[config.mk]
export PLATFORM = sky130hd
export DESIGN_NAME = leading_zero
export DESIGN_NICKNAME = d
export VERILOG_FILES = /design/src/rtl/leading_zero.sv
export SDC_FILE = /design/constraint.sdc
export NUM_CORES = 1
export LEC_CHECK = 0
export ABC_AREA = 0
export BUFFER_PORTS_ARGS = -buffer_cell sky130_fd_sc_hd__buf_4
export CAP_MARGIN = 15
export CORE_MARGIN = 3
export CORE_UTILIZATION = 43
export DETAILED_ROUTE_END_ITERATION = 16
export PLACE_DENSITY = 0.88
export SLEW_MARGIN = 25
export SYNTH_ARGS = -nofsm -noshare
export SYNTH_HDL_FRONTEND = slang
export SYNTH_SLANG_ARGS = --single-unit
[constraint.sdc]
create_clock -name clk -period 2.7 [get_ports clk]
set_input_delay 0.135 -clock clk [delete_from_list [all_inputs] [get_ports clk]]
set_output_delay 0.135 -clock clk [all_outputs]
set_load 0.01 [all_outputs]
[src/rtl/leading_zero.sv]
// Leading-zero counter with one registered output stage.
// The count is built by a log2(N)-level tree of pairwise (valid, count)
// merges over the operand, then registered together with out_valid.
// A count of N means the operand was all zeros.
// Optional feature: define LZC_ZERO_FLAG_EN to add the registered
// 'zero' output, which flags an all-zero operand.
// N must equal 2**M, with N a power of two from 2 to 64.

module leading_zero #(
  parameter int N = 32,
  parameter int M = 5
) (
  input  logic         clk,
  input  logic         rst,
  input  logic         in_valid,
  input  logic [N-1:0] x,
  output logic         out_valid,
  output logic [M:0]   y
`ifdef LZC_ZERO_FLAG_EN
  ,
  output logic         zero
`endif
);

  // Leaves plus all merge nodes of a full binary tree over N bits.
  localparam int NODES = 2 * N - 1;

  logic         root_v;
  logic [M-1:0] root_c;
  logic [M:0]   y_next;

  // Pairwise merge tree, laid out level by level.
  // Level l has N>>l nodes and starts at index 2N - (2N>>l).
  // Within a level, node j covers the bits below node j+1.
  // Each node holds a flag that some bit in its span is set, and the
  // number of leading zeros in that span, which is meaningful only while
  // the flag is set. When the upper half has no set bit, the result is
  // the lower half's count plus the upper half's width. That width is a
  // power of two that the lower count never reaches, so the add is an OR.
  always_comb begin
    logic         v [NODES];
    logic [M-1:0] c [NODES];
    int           prev_off;
    int           cur_off;
    logic [M-1:0] half;

    for (int i = 0; i < NODES; i++) begin
      v[i] = 1'b0;
      c[i] = '0;
    end
    prev_off = 0;
    cur_off  = 0;
    half     = '0;

    for (int i = 0; i < N; i++) begin
      v[i] = x[i];
      c[i] = '0;
    end

    for (int l = 1; l <= M; l++) begin
      prev_off = 2 * N - ((2 * N) >> (l - 1));
      cur_off  = 2 * N - ((2 * N) >> l);
      half     = M'(1) << (l - 1);
      for (int j = 0; j < (N >> l); j++) begin
        v[cur_off + j] = v[prev_off + 2 * j + 1] | v[prev_off + 2 * j];
        c[cur_off + j] = v[prev_off + 2 * j + 1] ? c[prev_off + 2 * j + 1]
                                                 : (c[prev_off + 2 * j] | half);
      end
    end

    root_v = v[NODES - 1];
    root_c = c[NODES - 1];
  end

  // An empty operand maps to N, which is the MSB of y alone.
  always_comb begin
    y_next = root_v ? {1'b0, root_c} : {1'b1, {M{1'b0}}};
  end

  // Output register. Reset has priority over an incoming operand.
  // On an idle cycle the result holds and only out_valid drops.
  always_ff @(posedge clk) begin
    if (rst) begin
      out_valid <= 1'b0;
      y         <= '0;
`ifdef LZC_ZERO_FLAG_EN
      zero      <= 1'b0;
`endif
    end else if (in_valid) begin
      out_valid <= 1'b1;
      y         <= y_next;
`ifdef LZC_ZERO_FLAG_EN
      zero      <= ~root_v;
`endif
    end else begin
      out_valid <= 1'b0;
    end
  end

endmodule

### After elaboration in Yosys (flattened, before gate mapping)

Index checks and enable logic that the tools add are counted.

| storage, ports and cells | value |
|---|---|
| bits in registers | 7 |
| output and inout bits | 7 |
| bits of input ports | 35 |
| logic and storage cells | 66 |

| operators by class | value |
|---|---|
| muxes and demuxes | 33 |
| bitwise operators | 31 |

Operators by type and width:

| cell | number |
|---|---|
| 1-bit bitwise OR | 31 |
| 1-bit two-way mux | 17 |
| 2-bit two-way mux | 8 |
| 3-bit two-way mux | 4 |
| 4-bit two-way mux | 2 |
| 6-bit two-way mux | 1 |
| 5-bit two-way mux | 1 |

### Longest topological paths before layout

| logic depth | value |
|---|---|
| depth in word-level cells | 6 |
| gate-level depth with buffers | 5 |
| gate-level depth less buffers | 5 |

### Worst setup path before layout

No wires, ideal clock.

| path | value |
|---|---|
| kind | in2reg |
| from | in x[18] |
| to | reg y[0] |
| arrival time | 1.559 ns |
| buffers on the path | 0 |
| data required time | 2.612 ns |
| path slack | 1.053 ns |
| setup time | 0.088 ns |
| stages | 5 |
| path through | nor4_2 -> nand4_4 -> nand2b_4 -> or4_4 -> a311oi_2 |

| on the way | value |
|---|---|
| word-level cells in the longest chain between the ends | 6 |
| elaborated cells on any way between the ends | 10 |
| classes of those cells | 5 x mux; 5 x bitwise |

RTL lines:

| element | RTL line | text |
|---|---|---|
| start: declaration | 16 | `input logic [N-1:0] x,` |
| 1-bit bitwise OR (*) | 65 | `v[cur_off + j] = v[prev_off + 2 * j + 1] \| v[prev_off + 2 * j];` |
| 2-bit two-way mux / 1-bit bitwise OR (equally long branches) | 66, 65 |  |
| 3-bit two-way mux / 1-bit bitwise OR (equally long branches) | 66, 65 |  |
| 4-bit two-way mux / 1-bit bitwise OR (equally long branches) | 66, 65 |  |
| 5-bit two-way mux / 1-bit bitwise OR (equally long branches) | 66, 65 |  |
| 6-bit two-way mux (*) | 77 | `y_next = root_v ? {1'b0, root_c} : {1'b1, {M{1'b0}}};` |
| end signal: assignment | 91 | `y <= y_next;` |
| end: declaration | 18 | `output logic [M:0] y` |

Every way passes the cells marked *; elsewhere a longest branch is shown, timed or not.
A chain may end at the register's enable or synchronous reset.

### Worst setup path after layout

| path | value |
|---|---|
| from | in x[26] |
| to | reg y[0] |

Same word-level chain as after synthesis.

==> impl_metrics.ini <==
[die]
fp.dieArea_um2 = 1930
start_util_pct = 46.9
die_h_um = 43.9
rows = 13
boundaryPins = 42
fp.dieW_um = 43.9
placeableCoreArea_um2 = 1320

[cts]
cts_setup_buffers = 0
cts_resized = 0
path_clk_slew_ps = 50
cts_hold_buf = 0
cts_root_buffer = clkbuf_4
htreeDepth = 1
clockBufferDepth = 2
cts_made_buffers = 3
clk_latency_ps = 250
cts_tree = yes
numClockSinks = 7

[global_route]
grt_pass1_wl_um = 2940
grt_max_degree = 8
grt_overflow = 0
track_usage_pct = 19.7
grt_pass1_vias = 745
antenna_found_initial = 0

[min_path]
hold_depth = 2
min_path_type = input pin to flip-flop

[yosys]
post_synth_main_area_contributors = dfxtp_1, nor4_4, nor2_1, a21oi_1, nor4_1
syn_inst = 77
yosysTopAreaCell = dfxtp_1
yosys_warnings = 0
ys.flop_type = dfxtp_1
yosysTopAreaCellShare_pct = 22.7
syn_avg_cell_area_um2 = 8.03
synth_edf_count = 0
synth_area_um2 = 618
ys_seq_area_share_pct = 22.7
syn-num-nets = 112
synth_cell_types = 32
ys_ff_latch = 7
synth-async-reset-ratio_pct = 0

[setup_path]
path_class = input pin to flip-flop
cp_cell_sequence = buf_4 > nor4_4 > nand4_4 > nand2b_4 > or4_4 > a311oi_2
reg2reg_depth = 2
start_kind = input pin
cp.arrival_ps = 1770
crit_slowest_cell = or4_4
worstPathMaxFanout = 5
cpPeakStageDelay_ps = 510
required_ps = 2870
critPathCaptureType = flip-flop

[pwr]
p_switching_uw = 82.9
seqPwrFrac_pct = 36.4
vdd_drop_max_mv = 0.229
internal_power_uw = 213
p_leak_uw = 0.000438
power.total_uw = 296
p_clk_share_pct = 32.7
pwr-share-comb_pct = 30.8
p_per_area_nw_per_um2 = 305
sw_frac_of_total_pct = 28.0

[sta]
setup-tns-final_ps = 0
max-slew-margin-rel_pct = 54.0
fin_crit_sh_pct = 59.3
max_freq_mhz = 625
finalMaxSlewViolations = 0
hold_viol = 0
setup_violations = 0
finClkSkew_ps = 0
period_needed_ps = 1600
rsz0062_at_grt = false
worst_slew_pin_slew_ps = 683

[detailed_routing]
met2WireLength_um = 958
wl_per_cell_um = 13.1
dr_total_vias = 761
finalWirelength_um = 1800
ant_nets = 0
maxUsedRoutingLayer = met4
post_drt_via_cell_ratio = 5.55
drt_pre_antenna_iters = 4
drtIter0Drc = 13
dr_wl_met3_um = 168
drt-met1-wl_um = 657
drcViolationCount = 0

[job]
cap_violations = 0

[run_status]
outcome = completed

[final_layout]
finish.utilization_pct = 73.7
drive_gt1_share_pct = 45.1
finalNetCount = 158
diodes = 0
syn_to_final_growth_pct = 57.1

[placement]
finalWeightedCongestion = 0.747
hpwl_um = 1520
portBuffers = 41
stage by stage:
stage	hold slack [ps]	setup slack, ps	cells	instance area (um^2)
2_1_floorplan	202	1050	77	618
3_3_place_gp	353	885	133	945
3_5_place_dp	359	830	133	945
4_1_cts	87.9	1100	137	971
5_1_grt	95.0	1010	137	971
6_report	101	1100	137	971
cells by family (layout without fill, tap and decap cells):
family	Yosys count	after routing	synth area share (%)
AND/OR/NAND/NOR	40	40	45.9
buffers and inverters	6	51	3.64
flip-flops	7	7	22.7
AO/OA/AOI/OAI	24	24	27.7
final timing paths:
check	to	slack, ps	from
worst max-delay path	y[0]	1100	x[26]
worst min-delay path	y[0]	100	rst
worst min register to register	y[2]	460	y[2]
worst max register to register	y[0]	2020	y[0]
cell usage after synthesis (all sizes together), types with 2 or more instances:
cell type	n
nor2	14
nand2	5
nand4	3
nor2b	3
a21oi	7
nor3	2
inv	6
o21ai	3
o31a	2
nor4	8
nand2b	3
dfxtp	7
flip-flops by register name, indices dropped and copies added, names as in the netlist:
register	count
out_valid	1
y	6
worst max-delay path, delay by kind of cell:
kind / cells / cell delay (ps)
buffers and inverters: 1 / 130
AOI/OAI and AO/OA: 1 / 230
and+or+nand+nor: 4 / 1270
cell usage in the layout, fill, tap and decap left out:
master      n
a21o_1      1
a21oi_1     7
a221oi_1    1
a2bb2oi_1   1
a311oi_2    1
a31o_2      1
a31oi_1     1
buf_4      41
clkbuf_1    1
clkbuf_4    3
dfxtp_1     7
inv_1       5
inv_2       1
nand2_1     5
nand2b_1    2
nand2b_4    1
nand3_1     1
nand4_1     1
nand4_2     1
nand4_4     1
nor2_1     14
nor2b_1     3
nor3_1      2
nor4_1      4
nor4_2      1
nor4_4      3
o2111ai_1   1
o211ai_1    1
o21a_1      1
o21ai_0     3
o21bai_1    1
o311a_1     1
o31a_1      2
o31ai_1     1
or4_4       1
cell type report:
type                       count  area (um^2)
multi-input combinational     64          455
fill                         109          347
timing repair buffer          41          308
sequential                     7          140
clock buffer                   4         26.3
inverter                       6         22.5
tap                           15         18.8
routing by layer:
metal | track usage, % | vias to the layer above
met1 | 21.3 | 339
met5 | 0 | -
met4 | 5.42 | 0
met2 | 36.9 | 36
met3 | 4.98 | 2
li1 | - | 384
power groups by stage:
stage / sequential (uW) / combinational (uW) / clock [uW]
CTS: 108 / 91.7 / 98.7
global placement: 110 / 88.1 / 0
detailed placement: 110 / 90.9 / 0
floorplan: 111 / 25.7 / 0
global route: 108 / 99.6 / 101
finish: 108 / 91.2 / 96.9
(Power assumes the default switching activity.)
